[src/rtl/morse_encoder_if.sv]
// Character handshake and key-line bundle for the Morse transmitter.
// Host side drives start/char_code/enable; encoder returns status and tone.
interface morse_encoder_if;
  logic       enable;
  logic       start;
  logic [5:0] char_code;
  logic       ready;
  logic       tone_out;
  logic       done;
  logic       err;

  modport master (
    output enable,
    output start,
    output char_code,
    input  ready,
    input  tone_out,
    input  done,
    input  err
  );

  modport slave (
    input  enable,
    input  start,
    input  char_code,
    output ready,
    output tone_out,
    output done,
    output err
  );
endinterface

[src/rtl/morse_encoder.sv]
// Morse transmitter: one character code in, keyed tone line out.
// Unit prescaler plus small unit counter time marks and gaps.
module morse_encoder #(
  parameter int UNIT_CYCLES = 12_500_000,
  parameter int CNT_W       = 24
) (
  input logic            clk,
  input logic            rst,
  morse_encoder_if.slave bus
);

  typedef enum logic [2:0] {
    IDLE,
    MARK,
    EGAP,
    CGAP,
    WGAP
  } state_t;

  localparam logic [CNT_W-1:0] CNT_MAX =
    CNT_W'(UNIT_CYCLES - 1);
  localparam logic [5:0] SPACE_CODE = 6'd36;

  state_t           state_q, state_d;
  logic [CNT_W-1:0] cnt_q, cnt_d;
  logic [2:0]       units_q, units_d;
  logic [2:0]       idx_q, idx_d;
  logic [2:0]       len_q, len_d;
  logic [4:0]       pat_q, pat_d;
  logic             done_q, done_d;
  logic             err_q, err_d;

  logic [7:0] rom;
  logic       rom_ok;
  logic       is_space;
  logic       tick;
  logic [2:0] last_unit;
  logic       unit_end;

  // {len, pattern left-aligned}; pattern MSB is first element, 1 = dash
  always_comb begin
    rom    = 8'h00;
    rom_ok = 1'b1;
    unique case (bus.char_code)
      6'd0:  rom = {3'd2, 5'b01000};
      6'd1:  rom = {3'd4, 5'b10000};
      6'd2:  rom = {3'd4, 5'b10100};
      6'd3:  rom = {3'd3, 5'b10000};
      6'd4:  rom = {3'd1, 5'b00000};
      6'd5:  rom = {3'd4, 5'b00100};
      6'd6:  rom = {3'd3, 5'b11000};
      6'd7:  rom = {3'd4, 5'b00000};
      6'd8:  rom = {3'd2, 5'b00000};
      6'd9:  rom = {3'd4, 5'b01110};
      6'd10: rom = {3'd3, 5'b10100};
      6'd11: rom = {3'd4, 5'b01000};
      6'd12: rom = {3'd2, 5'b11000};
      6'd13: rom = {3'd2, 5'b10000};
      6'd14: rom = {3'd3, 5'b11100};
      6'd15: rom = {3'd4, 5'b01100};
      6'd16: rom = {3'd4, 5'b11010};
      6'd17: rom = {3'd3, 5'b01000};
      6'd18: rom = {3'd3, 5'b00000};
      6'd19: rom = {3'd1, 5'b10000};
      6'd20: rom = {3'd3, 5'b00100};
      6'd21: rom = {3'd4, 5'b00010};
      6'd22: rom = {3'd3, 5'b01100};
      6'd23: rom = {3'd4, 5'b10010};
      6'd24: rom = {3'd4, 5'b10110};
      6'd25: rom = {3'd4, 5'b11000};
      6'd26: rom = {3'd5, 5'b11111};
      6'd27: rom = {3'd5, 5'b01111};
      6'd28: rom = {3'd5, 5'b00111};
      6'd29: rom = {3'd5, 5'b00011};
      6'd30: rom = {3'd5, 5'b00001};
      6'd31: rom = {3'd5, 5'b00000};
      6'd32: rom = {3'd5, 5'b10000};
      6'd33: rom = {3'd5, 5'b11000};
      6'd34: rom = {3'd5, 5'b11100};
      6'd35: rom = {3'd5, 5'b11110};
      default: rom_ok = 1'b0;
    endcase
  end

  assign is_space = (bus.char_code == SPACE_CODE);
  assign tick     = bus.enable && (cnt_q == CNT_MAX);

  always_comb begin
    last_unit = 3'd0;
    unique case (state_q)
      MARK:    last_unit = pat_q[4] ? 3'd2 : 3'd0;
      CGAP:    last_unit = 3'd2;
      WGAP:    last_unit = 3'd6;
      default: last_unit = 3'd0;
    endcase
  end

  assign unit_end = tick && (units_q == last_unit);

  always_comb begin
    state_d = state_q;
    cnt_d   = cnt_q;
    units_d = units_q;
    idx_d   = idx_q;
    len_d   = len_q;
    pat_d   = pat_q;
    done_d  = 1'b0;
    err_d   = 1'b0;
    if (bus.enable) begin
      if (state_q != IDLE) begin
        cnt_d = tick ? '0 : cnt_q + 1'b1;
        if (tick) units_d = units_q + 3'd1;
      end
      unique case (state_q)
        IDLE: begin
          if (bus.start) begin
            unique case (1'b1)
              rom_ok: begin
                state_d = MARK;
                len_d   = rom[7:5];
                pat_d   = rom[4:0];
                idx_d   = 3'd0;
                cnt_d   = '0;
                units_d = 3'd0;
              end
              is_space: begin
                state_d = WGAP;
                cnt_d   = '0;
                units_d = 3'd0;
              end
              default: err_d = 1'b1;
            endcase
          end
        end
        MARK: begin
          if (unit_end) begin
            cnt_d   = '0;
            units_d = 3'd0;
            if (idx_q < len_q - 3'd1) begin
              state_d = EGAP;
              idx_d   = idx_q + 3'd1;
              pat_d   = {pat_q[3:0], 1'b0};
            end else begin
              state_d = CGAP;
            end
          end
        end
        EGAP: begin
          if (unit_end) begin
            state_d = MARK;
            cnt_d   = '0;
            units_d = 3'd0;
          end
        end
        CGAP, WGAP: begin
          if (unit_end) begin
            state_d = IDLE;
            cnt_d   = '0;
            units_d = 3'd0;
            done_d  = 1'b1;
          end
        end
        default: state_d = IDLE;
      endcase
    end
  end

  always_ff @(posedge clk or negedge rst) begin
    if (!rst) begin
      state_q <= IDLE;
      cnt_q   <= '0;
      units_q <= 3'd0;
      idx_q   <= 3'd0;
      len_q   <= 3'd0;
      pat_q   <= 5'd0;
      done_q  <= 1'b0;
      err_q   <= 1'b0;
    end else begin
      state_q <= state_d;
      cnt_q   <= cnt_d;
      units_q <= units_d;
      idx_q   <= idx_d;
      len_q   <= len_d;
      pat_q   <= pat_d;
      done_q  <= done_d;
      err_q   <= err_d;
    end
  end

  assign bus.ready    = (state_q == IDLE) && bus.enable;
  assign bus.tone_out = (state_q == MARK);
  assign bus.done     = done_q;
  assign bus.err      = err_q;

endmodule

[src/flat_wrapper.sv]
// flat-port wrapper written by rule: the top's interface ports become plain ports
module morse_encoder_flat 
#(
  parameter int UNIT_CYCLES = 12_500_000,
  parameter int CNT_W       = 24
)
  (clk, rst, bus_enable, bus_start, bus_char_code, bus_ready, bus_tone_out, bus_done, bus_err);
  morse_encoder_if bus_i ();
  input logic clk;
  input logic rst;
  input wire logic [$bits(bus_i.enable)-1:0] bus_enable;
  input wire logic [$bits(bus_i.start)-1:0] bus_start;
  input wire logic [$bits(bus_i.char_code)-1:0] bus_char_code;
  output wire logic [$bits(bus_i.ready)-1:0] bus_ready;
  output wire logic [$bits(bus_i.tone_out)-1:0] bus_tone_out;
  output wire logic [$bits(bus_i.done)-1:0] bus_done;
  output wire logic [$bits(bus_i.err)-1:0] bus_err;
  assign bus_i.enable = bus_enable;
  assign bus_i.start = bus_start;
  assign bus_i.char_code = bus_char_code;
  assign bus_ready = bus_i.ready;
  assign bus_tone_out = bus_i.tone_out;
  assign bus_done = bus_i.done;
  assign bus_err = bus_i.err;
  morse_encoder #(.UNIT_CYCLES(UNIT_CYCLES), .CNT_W(CNT_W)) u_core (.clk(clk), .rst(rst), .bus(bus_i));
endmodule
[config.mk]
export PLATFORM = sky130hd
export DESIGN_NAME = morse_encoder_flat
export DESIGN_NICKNAME = d
export VERILOG_FILES = /design/src/rtl/morse_encoder_if.sv /design/src/rtl/morse_encoder.sv /design/src/flat_wrapper.sv
export SDC_FILE = /design/constraint.sdc
export NUM_CORES = 1
export LEC_CHECK = 0
export CORE_UTILIZATION = 52
export CTS_CLUSTER_SIZE = 30
export DETAILED_ROUTE_END_ITERATION = 7
export HOLD_SLACK_MARGIN = 0.08
export PLACE_DENSITY = 0.7
export RECOVER_POWER = 50
export SETUP_SLACK_MARGIN = 0.4
export SLEW_MARGIN = 10
export SYNTH_ARGS = -nofsm -noshare
export SYNTH_HDL_FRONTEND = slang
export SYNTH_SLANG_ARGS = --single-unit
[constraint.sdc]
create_clock -name clk -period 4.5 [get_ports clk]
set_input_delay 0.9 -clock clk [delete_from_list [all_inputs] [get_ports clk]]
set_output_delay 0.9 -clock clk [all_outputs]
set_load 0.05 [all_outputs]
==> metrics.md, run 1 <==
| Metric | Value |
|---|---|
| Element type at the critical path end | primary output |
| Synth Cell Area | 0.00313 sq mm |
| Share of layout cells above drive strength 1 | 0.107 |
| Die W | 79.6 um |
| TritonCTS clock tree | built |
| Io pins | 14 |
| Yosys reg bits | 43 |
| Slew Viols, Final | 44 |
| Seq/Total Area, Yosys | 0.344 |
| Routed wire per std cell | 16.1 um |
| Routed WL | 7.16 mm |
| Vias/cell | 6.16 |
| Drt initial violations | 207 |
| Crit. Startpoint | bus_enable |
| Max Root-Sink Buffers | 2 |
| Vias post-DR | 2747 |
| Hold/Removal Path Class | flip-flop to flip-flop |
| CP required | 3.60 ns |
| Antenna violations before repair | 0 |
| Overall Power | 1.38 mW |
| Clk_skew | 0.00837 ns |
| H-tree levels | 2 |
| Startpoint type of the worst setup path | input port |
| Final period utilization | 0.728 |
| Power per Cell Area | 409 mW/mm^2 |
| Setup TNS | 0 ns |
| M1 GR Usage | 0.389 |
| Met2 Usage GRT | 0.355 |
| Port buffer count | 13 |
| Final global-route overflow total | 0 |
| Pleak | 1.37 nW |
| Worst-path fanout max | 3 |
| CTS Root Cell | clkbuf_8 |
| Core region area | 0.00564 sq mm |
| Die height | 79.6 um |
| Reg2reg start | u_core.cnt_q[0] |
| Prevailing post-synth register cell | dfrtp_1 |
| Placed cells | 439 |
| Max-Cap Viols | 1 |
| Layout Nets | 390 |
| Post-DRT Antenna Nets | 0 |
| Post-CTS Setup Bufs | 0 |
| CP Class | input port to primary output |
| Crit path arrival time | 2.38 ns |
| Grt met3 use | 0.0469 |
| Layout Cells excl Fill | 446 |
| Post_cts resized | 0 |
| Area growth syn-to-layout | 7.87% |
| Clock slew at reported path FFs | 0.07 ns |
| Initial core utilization | 0.555 |
| Unrepaired setup endpoints after global routing | false |
| Relative slew slack | -0.506 |
| Largest net degree at the start of global routing | 44 |
| Gate Count Post-Synth | 371 |
| Post-synth cell types | 68 |
| Detail Placement HPWL | 5.15 mm |
| Avg Synthesized Cell Area | 8.44 sq um |
| Hold Fails Final Rpt | 0 |
| HP Start | u_core.units_q[0] |
| Final min period | 3.28 ns |
| Vias in the first global route | 2597 |
| # hold bufs at CTS | 0 |
| TritonCTS Buffers | 5 |
| Post-Syn Nets | 387 |
| Max Clk Rate | 305 MHz |
| Clk_lat worst skew | 0.30 ns |
| Tot GR Track Use | 0.254 |
| Gp weighted congestion | 0.851 |
| Async S/R FF share, synth | 1.00 |
| Pre-antenna DRT Iters | 4 |
| Worst slew pin tran | 2.26 ns |
| # diodes | 0 |
| Post-route DRC | 0 |
| Die area | 0.00634 sq mm |
| CTS sink count | 43 |
| Std-Cell Rows | 27 |
| Failing checks | capacitance limit, slew limit |
| Worst VDD drop | 0.000282 V |
| First-pass GRT wire length | 12.5 mm |
| Post-synth EDFFs | 0 |
| Status | complete, but fails checks |
| GRT Max-Usage Layer | met1 |
| Setup violators final | 0 |
| Syn. warnings | 0 |
[logic make-up after synthesis]
group,after synthesis,synth area share
AO/OA/AOI/OAI,114,0.247
XOR/XNOR,10,0.0280
adder cells (fa/ha/maj),6,0.0240
buffers and inverters,45,0.0607
flip-flops,43,0.344
multiplexers,10,0.0396
AND/OR/NAND/NOR,143,0.257
[state kept, by name, summed over array words and instances (netlist names)]
register / cells
u_core.bus.err: 1
u_core.len_q: 3
u_core.state_q: 3
u_core.idx_q: 3
u_core.pat_q: 5
u_core.units_q: 3
u_core.bus.done: 1
u_core.cnt_q: 24
[path summary, 6_finish.rpt]
check | to | slack, ns | cells past startpoint
max reg2reg | u_core.cnt_q[18] | 1.92 | 8
max | bus_ready | 1.22 | 3
min | u_core.units_q[0] | 0.50 | 1
min in group asynchronous | u_core.len_q[2] | 1.26 | 1
max in group asynchronous | u_core.cnt_q[8] | 1.92 | 1
min reg2reg | u_core.units_q[0] | 0.50 | 1
[critical path, cell delays in order]
cell and delay, ns:
clkdlybuf4s50_1 0.47, and2_1 0.19, clkdlybuf4s50_1 0.82
[cell type report]
class / count / area [sq um]
clock buffer: 6 / 82.6
clock inverter: 1 / 5.00
fill: 518 / 2260
inverter: 20 / 75.1
multi-input combinational: 283 / 1870
sequential: 43 / 1080
tap: 72 / 90.1
timing repair buffer: 21 / 184
[cells in the mapped netlist (all sizes together) (6+ instances only)]
| library cell | number | area share |
|---|---|---|
| a21oi | 18 | 0.030 |
| a31oi | 9 | 0.018 |
| and3 | 6 | 0.012 |
| buf | 10 | 0.019 |
| clkbuf | 15 | 0.018 |
| dfrtp | 43 | 0.34 |
| ha | 6 | 0.024 |
| inv | 18 | 0.022 |
| mux2 | 7 | 0.030 |
| nand2 | 30 | 0.036 |
| nand2b | 6 | 0.012 |
| nand3 | 16 | 0.026 |
| nand4 | 9 | 0.023 |
| nor2 | 25 | 0.030 |
| nor3 | 11 | 0.023 |
| nor3b | 6 | 0.014 |
| o21ai | 22 | 0.035 |
| o22ai | 11 | 0.022 |
| o31ai | 10 | 0.024 |
| xnor2 | 9 | 0.025 |
[layer usage]
layer | up-vias | part of all wire
met5 | - | 0
met4 | 0 | 0.0095
met3 | 7 | 0.042
met2 | 55 | 0.42
met1 | 1307 | 0.52
li1 | 1378 | -
[cell usage in the layout, fill, tap and decap left out, drive strengths merged, types with 7 or more instances in the layout]
cell / netlist / final
clkbuf: 15 / 7
a31oi: 9 / 9
nand2: 30 / 30
nor3: 11 / 11
buf: 10 / 8
nor2: 25 / 25
o22ai: 11 / 11
xnor2: 9 / 9
mux2: 7 / 7
a21oi: 18 / 18
o21ai: 22 / 22
dfrtp: 43 / 43
inv: 18 / 18
clkdlybuf4s50: 0 / 11
nand4: 9 / 9
nand3: 16 / 16
o31ai: 10 / 10
[per-stage QoR]
stage | area (sq um) | util | setup slack, ns | hold slack (ns)
floorplan | 3130 | - | 1.86 | 0.469
global placement | 3290 | 0.584 | 1.03 | 0.494
detailed placement | 3290 | 0.584 | 0.953 | 0.495
CTS | 3380 | 0.599 | 1.23 | 0.507
global route | 3380 | 0.599 | 1.04 | 0.525
finish | 3380 | 0.599 | 1.22 | 0.504
[report_power, final]
part	switching (mW)	internal, mW	leakage [nW]
registers	0.0978	0.473	0.566
clock network	0.127	0.120	0.0470
logic	0.325	0.238	0.753
No activity file was read; power rests on OpenSTA's default activity.
==> inputs of run 2 (changes only) <==
clock period = 3.1 ns   (was 4.5 ns; I/O delays follow)
==> metrics.md, run 2 (synthesis results as in run 1) <==
| Metric | Value |
|---|---|
| Status | complete, but fails checks |
| Failing checks | capacitance limit, slew limit |
| Max Clk Rate | 380 MHz |
| Max-Cap Viols | 1 |
| Max Root-Sink Buffers | 2 |
| Biggest regs | u_core.cnt_q x24, u_core.pat_q x5 |
| Reg2Reg Depth | 7 |
| Overall Power | 2.13 mW |
| CTS Root Cell | clkbuf_8 |
| Io pins | 14 |
| Final period utilization | 0.848 |
| Net Sw Power | 0.841 mW |
| First-pass GRT wire length | 12.9 mm |
| # hold bufs at CTS | 0 |
| Worst-path fanout max | 6 |
| Die area | 0.00634 sq mm |
| Worst VDD drop | 0.000494 V |
| Crit path buf inv count | 1 |
| Clk_skew | 0.00968 ns |
| Relative slew slack | -0.551 |
| Vias post-DR | 2835 |
| Clk_lat worst skew | 0.30 ns |
| Core region area | 0.00564 sq mm |
| Power per Cell Area | 615 mW/mm^2 |
| Final min period | 2.63 ns |
| Final global-route overflow total | 0 |
| Die height | 79.6 um |
| Routed wire per std cell | 16.3 um |
| Most frequent cells in the layout | dfrtp_1, nand2_1, nor2_1 |
| Vias in the first global route | 2683 |
| Tot GR Track Use | 0.260 |
| Crit path max-delay family | simple AND/OR/NAND/NOR gates |
| Pleak | 1.41 nW |
| Port buffer count | 13 |
| Internal | 1.28 mW |
| Antenna violations before repair | 0 |
| H-tree levels | 2 |
| Worst slew pin tran | 2.33 ns |
| Initial core utilization | 0.555 |
| Post-CTS Setup Bufs | 0 |
| Routed WL | 7.33 mm |
| Commonest non-fill, non-tap cell in the layout | dfrtp_1 |
| Hold path depth | 1 |
| Switching part of the total | 0.396 |
| Vias/cell | 6.29 |
| Clock network fraction of total power | 0.208 |
| Setup TNS | 0 ns |
| Post-route DRC | 0 |
| Slowest CP cell | clkdlybuf4s50_1 |
| Hold Fails Final Rpt | 0 |
| Top reg by flops | u_core.cnt_q |
| Slew Viols, Final | 44 |
| CP Class | input port to flip-flop |
| Hold/Removal Path Class | flip-flop to flip-flop |
| TritonCTS clock tree | built |
| Largest net degree at the start of global routing | 44 |
| Drt initial violations | 230 |
| Area growth syn-to-layout | 10.4% |
| Std-Cell Rows | 27 |
| Share of layout cells above drive strength 1 | 0.135 |
| Register share of total power | 0.392 |
| Pre-antenna DRT Iters | 5 |
| Post-DRT Antenna Nets | 0 |
| Final core occ | 0.613 |
| Crit path cell chain | clkdlybuf4s50_1 > or4b_1 > nor3_4 > and2_4 > nand3_2 > a21oi_2 > mux2_2 |
| Layout Nets | 394 |
| Die W | 79.6 um |
| Setup violators final | 0 |
| Crit path arrival time | 2.81 ns |
| Gp weighted congestion | 0.856 |
| Unrepaired setup endpoints after global routing | false |
| CP peak stage delay | 0.51 ns |
| CTS sink count | 43 |
| Fillers | 495 |
| Comb pwr share | 0.400 |
| Element type at the critical path end | flip-flop |
| # diodes | 0 |
| TritonCTS Buffers | 5 |
| CP required | 3.28 ns |
| Detail Placement HPWL | 5.23 mm |
| Clock slew at reported path FFs | 0.08 ns |
| Max reg flops | 24 |
| Startpoint type of the worst setup path | input port |
| Worst path depth | 7 |
[run 2: worst reg2reg max path: stages, from the launching register on]
cell and delay (ns):
dfrtp_1 0.46, ha_1 0.25, nand4_1 0.29, nor3_2 0.38, and2_4 0.25, nand3_2 0.14
a21oi_2 0.25, mux2_2 0.36
[run 2: routing by layer]
metal | up-vias | wire, um | part of all wire | global-route usage
li1 | 1386 | - | - | -
met1 | 1361 | 3770 | 0.51 | 0.392
met2 | 81 | 3170 | 0.43 | 0.385
met3 | 7 | 322 | 0.044 | 0.0400
met4 | 0 | 71 | 0.0097 | 0.0673
met5 | - | 0 | 0 | 0
[run 2: timing repair]
item,in CTS,in global routing
setup endpoints to repair,1,19
gates resized for setup,1,6
pin swaps,0,1
[run 2: final cells by class]
cell class,count,area (sq um),area share
clock buffer,5,68.8,0.0199
clock inverter,3,43.8,0.0127
inverter,20,75.1,0.0217
tap,72,90.1,0.0261
sequential,43,1080,0.311
timing repair buffer,25,219,0.0633
multi-input combinational,283,1880,0.545
[run 2: worst paths after layout]
check,start,to,slack (ns)
setup / recovery,bus_enable,u_core.state_q[1],0.47
hold / removal,u_core.pat_q[4],u_core.pat_q[4],0.51
setup reg to reg,u_core.cnt_q[0],u_core.state_q[1],0.61
hold reg to reg,u_core.pat_q[4],u_core.pat_q[4],0.51
max in group asynchronous,rst,u_core.pat_q[4],0.76
min in group asynchronous,rst,u_core.idx_q[2],1.01
[run 2: stage by stage]
step                hold WS (ns)  worst slack [ns]  cells  cell area, sq um
finish                     0.515             0.472    451              3460
global placement           0.494             0.212    443              3330
floorplan                  0.324             0.738    371              3130
global route               0.529             0.214    451              3460
CTS                        0.507             0.446    451              3440
detailed placement         0.498             0.120    443              3330
[run 2: power groups by stage]
stage	combinational [mW]	sequential, mW	clock, mW
2_1_floorplan	0.650	0.790	0
3_3_place_gp	0.829	0.837	0
3_5_place_dp	0.846	0.841	0
4_1_cts	0.845	0.830	0.453
5_1_grt	0.936	0.855	0.477
6_report	0.851	0.833	0.441
==> RTL edit 1, RTL diff (settings of run 1) <==
`CNT_W` is set to 24 in 2 places; all go to 32.
--- a/src/rtl/morse_encoder.sv
+++ b/src/rtl/morse_encoder.sv
@@ -2,7 +2,7 @@
 // Unit prescaler plus small unit counter time marks and gaps.
 module morse_encoder #(
   parameter int UNIT_CYCLES = 12_500_000,
-  parameter int CNT_W       = 24
+  parameter int CNT_W       = 32
 ) (
   input logic            clk,
   input logic            rst,
--- a/src/flat_wrapper.sv
+++ b/src/flat_wrapper.sv
@@ -2,7 +2,7 @@
 module morse_encoder_flat 
 #(
   parameter int UNIT_CYCLES = 12_500_000,
-  parameter int CNT_W       = 24
+  parameter int CNT_W       = 32
 )
   (clk, rst, bus_enable, bus_start, bus_char_code, bus_ready, bus_tone_out, bus_done, bus_err);
   morse_encoder_if bus_i ();
Function: same outputs for any inputs over 10 cycles, from zero or initial values and one cycle with rst low; that may be too few to reach the edited logic, so the function may still have changed.
==> RTL edit 1 against run 1 <==
- the run still ends with max-capacitance violations, max-slew violations left
- worst setup slack lost 440 ps
- area after synthesis is 16% higher
- sequential cell count grew 8
- critical path depth up 4
- synthesized cell count up 20%
- design area increased by 16%
- wire length up 25%
- critical path type is now in -> reg
- largest cell class unchanged
Power is not compared: it rests on default switching activity, and its combinational part moved more than twofold at a synthesized area within 25%.
==> RTL edit 1: results (changes against run 1) <==
- The buffers inserted during post-CTS setup optimization came to 0 (unchanged).
- The placement-stage worst setup slack is 634 ps (was 953 ps).
- The class of the worst hold path was reg -> reg (unchanged).
- The overall routing resource usage is 0.256 (was 0.254).
- The setup skew after layout is 10.7 ps (was 8.37 ps).
- The data arrival time of the critical path is 3920 ps (was 2380 ps).
- The fraction of synthesis flops using an asynchronous set or reset pin is 1.00 (unchanged).
- The placer's final routability congestion estimate is 0.904 (was 0.851).
- The number of pins with negative max-slew slack in the final report was 52 (was 44).
- The reg-to-reg setup timing slack is 1140 ps (was 1920 ps).
- The wire length of the first global-routing pass is 15100 µm (was 12500 µm).
- The maximum number of pins on one net before global-route repair was 52 (was 44).
- The count of antenna diodes in the layout is 0 (unchanged).
- The count of port buffers added during placement was 13 (unchanged).
- The post-synthesis area per instance is 8.16 µm² (was 8.44 µm²).
- The via density per instance is 6.23 (was 6.16).
- IR analysis of the VDD net gives a maximum drop of 0.000155 V.
- The number of H-tree levels came to 2 (unchanged).
- Violations in the final reports: max-capacitance violations, max-slew violations (unchanged).
- The via count of the first global-routing pass was 3143 (was 2597).
- The max-capacitance violation count is 1 (unchanged).
- Status: complete, but fails checks (unchanged).
- The number of nets in the layout is 463 (was 390).
- The worst-margin pin slew is 2810 ps (was 2260 ps).
- The worst hold slack is 516 ps (was 504 ps).
- The number of buffers added by the clock tree synthesis step is 5 (unchanged).
- Cell types with the largest area share after synthesis: dfrtp_1 (35%), o21ai_0 (4.8%), nand2_1 (4.6%) (was dfrtp_1 (34%), nand2_1 (3.6%), o21ai_0 (3.5%)).
- The clock-pin slew reported for the worst setup and hold paths after clock tree synthesis is 100 ps (was 70 ps).
- The fraction of final layout cells with drive strength greater than 1 is 0.0848 (was 0.107).
- The number of DRC markers after the initial detailed-route iteration is 258 (was 207).
- Most instantiated cells after synthesis: dfrtp_1 (51), nand2_1 (45), nor2_1 (35), o21ai_0 (35), nand3_1 (24) (was dfrtp_1 (43), nand2_1 (30), nor2_1 (25)).
- The cell at the root of the clock tree is clkbuf_8 (unchanged).
- The total routed wirelength is 8980 µm (was 7160 µm).
- The maximum number of buffers from clock root to sink is 2 (unchanged).
- The final non-filler cell total came to 544 (was 446).
- The starting density of the core came to 0.536 (was 0.555).
- The final period demand of the worst path came to 3720 ps (was 3280 ps).
- Biggest regs: u_core.cnt_q: 32 flops, u_core.pat_q: 5 flops (was u_core.cnt_q: 24 flops, u_core.pat_q: 5 flops).
- The total iterations of the first detailed-routing run is 6 (was 4).
- The total number of yosys warnings is 0 (unchanged).
- The number of inserted filler cells in the final layout is 627 (was 518).
- The critical-path maximum fanout is 15 (was 3).
- The detailed placer's ending HPWL was 6330 µm (was 5150 µm).
- The count of unique library cells instantiated by Yosys is 63 (was 68).
- For this design the static power due to leakage is 1.66 nW.
- The clock insertion delay at the later pin of the skew report is 320 ps (was 300 ps).
- The post-cts resize count is 0 (unchanged).
- The initial antenna violation count is 0 (unchanged).
- The share of synthesized area occupied by flip-flops and latches is 0.351 (was 0.344).
- The total placed instance area is 0.00382 mm² (was 0.00329 mm²).
## RTL edit 1: critical path, cell delays in order
cell and delay, ps:
clkdlybuf4s50_1 450, buf_4 170, o21ai_0 170, and3_1 290
nor2_1 840, nand2_1 600, o311ai_0 490
## RTL edit 1: area by class of cell
class / count / area, µm² / area share
clock buffers: 5 / 68.8 / 0.0175
clock inverters: 3 / 43.8 / 0.0111
inverters: 23 / 86.3 / 0.0220
multi-input cells: 345 / 2140 / 0.545
flip-flops and latches: 51 / 1280 / 0.325
well taps: 96 / 120 / 0.0306
repair buffers: 21 / 191 / 0.0487
## RTL edit 1: worst paths after layout
| check | start | end | depth (start not counted) |
|---|---|---|---|
| min in group asynchronous | rst | u_core.cnt_q[31] | 2 |
| hold reg to reg | u_core.pat_q[4] | u_core.pat_q[4] | 1 |
| setup reg to reg | u_core.state_q[2] | u_core.cnt_q[13] | 5 |
| hold / removal | u_core.pat_q[4] | u_core.pat_q[4] | 1 |
| setup / recovery | bus_char_code[5] | u_core.cnt_q[13] | 7 |
| max in group asynchronous | rst | u_core.bus.done | 2 |
## RTL edit 1: per-layer routing
layer,vias up,track usage,part of all wire
met3,22,0.0298,0.050
met2,110,0.428,0.48
li1,1649,-,-
met1,1608,0.350,0.45
met5,-,0,0
met4,0,0.0773,0.018
## RTL edit 1: power breakdown
group | switching [mW] | leakage [nW] | internal (mW)
clock | 0.167 | 0.0581 | 0.166
sequential | 0.0612 | 0.610 | 0.501
combinational | 0.116 | 0.997 | 0.0846
total | 0.345 | 1.66 | 0.751
## RTL edit 1: cell families (layout without fill, tap and decap cells)
group                      Yosys count  after routing  share of synthesized area
DFF                                 51             51                      0.351
muxes                               11             11                     0.0316
and+or+nand+nor                    201            201                      0.305
xor gates and xnor gates             8              8                     0.0193
adders and majority gates            6              6                     0.0206
buffers and inverters               50             52                     0.0605
AOI/OAI and AO/OA                  119            119                      0.213
==> RTL edit 2, RTL diff (settings of run 1) <==
Without the edit above. One comparison of `cnt_q` changes from == to >=.
--- a/src/rtl/morse_encoder.sv
+++ b/src/rtl/morse_encoder.sv
@@ -83,7 +83,7 @@
   end
 
   assign is_space = (bus.char_code == SPACE_CODE);
-  assign tick     = bus.enable && (cnt_q == CNT_MAX);
+  assign tick     = bus.enable && (cnt_q >= CNT_MAX);
 
   always_comb begin
     last_unit = 3'd0;
Function: no difference found for any inputs over 10 cycles, from zero or initial values and one cycle with rst low; that may be too few to reach the edited logic, so the function may still have changed.
==> RTL edit 2 against run 1 <==
- the flow still finishes with violations (max-capacitance violations, max-slew violations)
- highest routed layer unchanged
- area after synthesis fell by 3.8%
- worst setup slack got worse by 100 ps
- wire length shrank 1.9%
- clock power rose by 28%
- sequential share of layout area rose by 0.81 points
- design area down 2.5%
- sequential cell count stayed put
- critical path type is now reg -> out
- first-iteration DRC count grew 21%
- power up 12%
- non-clock buffer count unchanged
==> RTL edit 2: results (changes against run 1) <==
- The placement-stage worst setup slack is 924 ps (was 953 ps).
- The number of pins with negative max-slew slack in the final report was 44 (unchanged).
- The number of inserted filler cells in the final layout came to 515 (was 518).
- The overall routing resource usage came to 0.251 (was 0.254).
- The via count is 2682 (was 2747).
- The total placed cells including tap cells is 422 (was 439).
- The source of the worst hold timing path was u_core.len_q[1] (was u_core.units_q[0]).
- The gate count after technology mapping came to 352 (was 371).
- The post-synth net total is 368 (was 387).
- The worst slew slack as a fraction of its limit is -0.565 (was -0.506).
- The total placed instance area came to 0.00318 mm² (was 0.00329 mm²).
- The worst flop-to-flop path endpoint is u_core.cnt_q[8] (was u_core.cnt_q[18]).
- The worst hold slack is 480 ps (was 504 ps).
- The max-capacitance violation count is 1 (unchanged).
- The count of unique library cells instantiated by Yosys is 64 (was 68).
- Status: complete, but fails checks (unchanged).
- Most instantiated cells after synthesis: dfrtp_1 (43), nand2_1 (30), o21ai_0 (22) (was dfrtp_1 (43), nand2_1 (30), nor2_1 (25)).
- The via density per instance is 6.24 (was 6.16).
- The total routed wirelength was 7030 µm (was 7160 µm).
- Violations in the final reports: max-capacitance violations, max-slew violations (unchanged).
- The area share of the leading cell type in the synthesized netlist is 0.357 (was 0.344).
- The critical-path maximum fanout is 11 (was 3).
- The via count of the first global-routing pass is 2471 (was 2597).
- The static power due to leakage is 1.36 nW (was 1.37 nW).
- Cell types with the largest area share after synthesis: dfrtp_1 (36%), a21o_1 (4.0%), nand2_1 (3.7%) (was dfrtp_1 (34%), nand2_1 (3.6%), o21ai_0 (3.5%)).
- The setup skew after layout came to 11.4 ps (was 8.37 ps).
- The share of synthesized area occupied by flip-flops and latches is 0.357 (was 0.344).
- The detailed placer's ending HPWL was 4880 µm (was 5150 µm).
- The wire length of the first global-routing pass is 12100 µm (was 12500 µm).
- The clock-pin slew reported for the worst setup and hold paths after clock tree synthesis is 90 ps (was 70 ps).
- Clock latency on the worst-skew pair, taken at its later pin, is 310 ps.
- The data arrival time of the critical path came to 2480 ps (was 2380 ps).
- The sink of the worst hold path is u_core.len_q[1] (was u_core.units_q[0]).
- The switching power of the nets is 0.605 mW (was 0.550 mW).
[RTL edit 2: worst max path at each step]
stage | from | to | slack, ps
after CTS | u_core.state_q[2] | bus_tone_out | 1140
after floorplan | bus_enable | bus_ready | 1700
after global placement | bus_char_code[2] | u_core.cnt_q[1] | 950
after detailed placement | bus_char_code[2] | u_core.cnt_q[1] | 920
after global routing | bus_char_code[2] | u_core.cnt_q[1] | 920
final | u_core.state_q[2] | bus_tone_out | 1120
[RTL edit 2: metal layers]
metal,GRT usage,wire [µm],vias up
li1,-,-,1329
met1,0.389,3540,1273
met2,0.352,3010,71
met3,0.0349,374,9
met4,0.0889,104,0
met5,0,0,-
[RTL edit 2: cell type report]
| cell class | count | area (µm²) | share of cell area |
|---|---|---|---|
| Multi-Input combinational cell | 272 | 1780 | 0.539 |
| Sequential cell | 43 | 1080 | 0.327 |
| Timing Repair Buffer | 21 | 181 | 0.0551 |
| Tap cell | 72 | 90.1 | 0.0273 |
| Clock buffer | 6 | 82.6 | 0.0251 |
| Inverter | 14 | 52.6 | 0.0160 |
| Clock inverter | 2 | 35.0 | 0.0106 |
[RTL edit 2: critical path, stage by stage, from the launching register on]
cell,delay (ps)
dfrtp_1,490
nand2b_1,210
or2_2,380
inv_1,240
clkdlybuf4s50_1,850
[RTL edit 2: cells by family after synthesis]
logic type,Yosys count,synth area share
buffers and inverters,37,0.0535
and+or+nand+nor,140,0.253
muxes,5,0.0174
DFF,43,0.357
adders and majority gates,6,0.0249
AOI/OAI and AO/OA,115,0.277
xor gates and xnor gates,6,0.0174
[RTL edit 2: power groups by stage]
stage               Combinational, mW  Clock (mW)  Sequential (mW)
CTS                             0.595       0.325            0.629
floorplan                       0.488           0            0.592
detailed placement              0.593           0            0.635
global route                    0.662       0.337            0.648
finish                          0.596       0.318            0.633
global placement                0.579           0            0.631
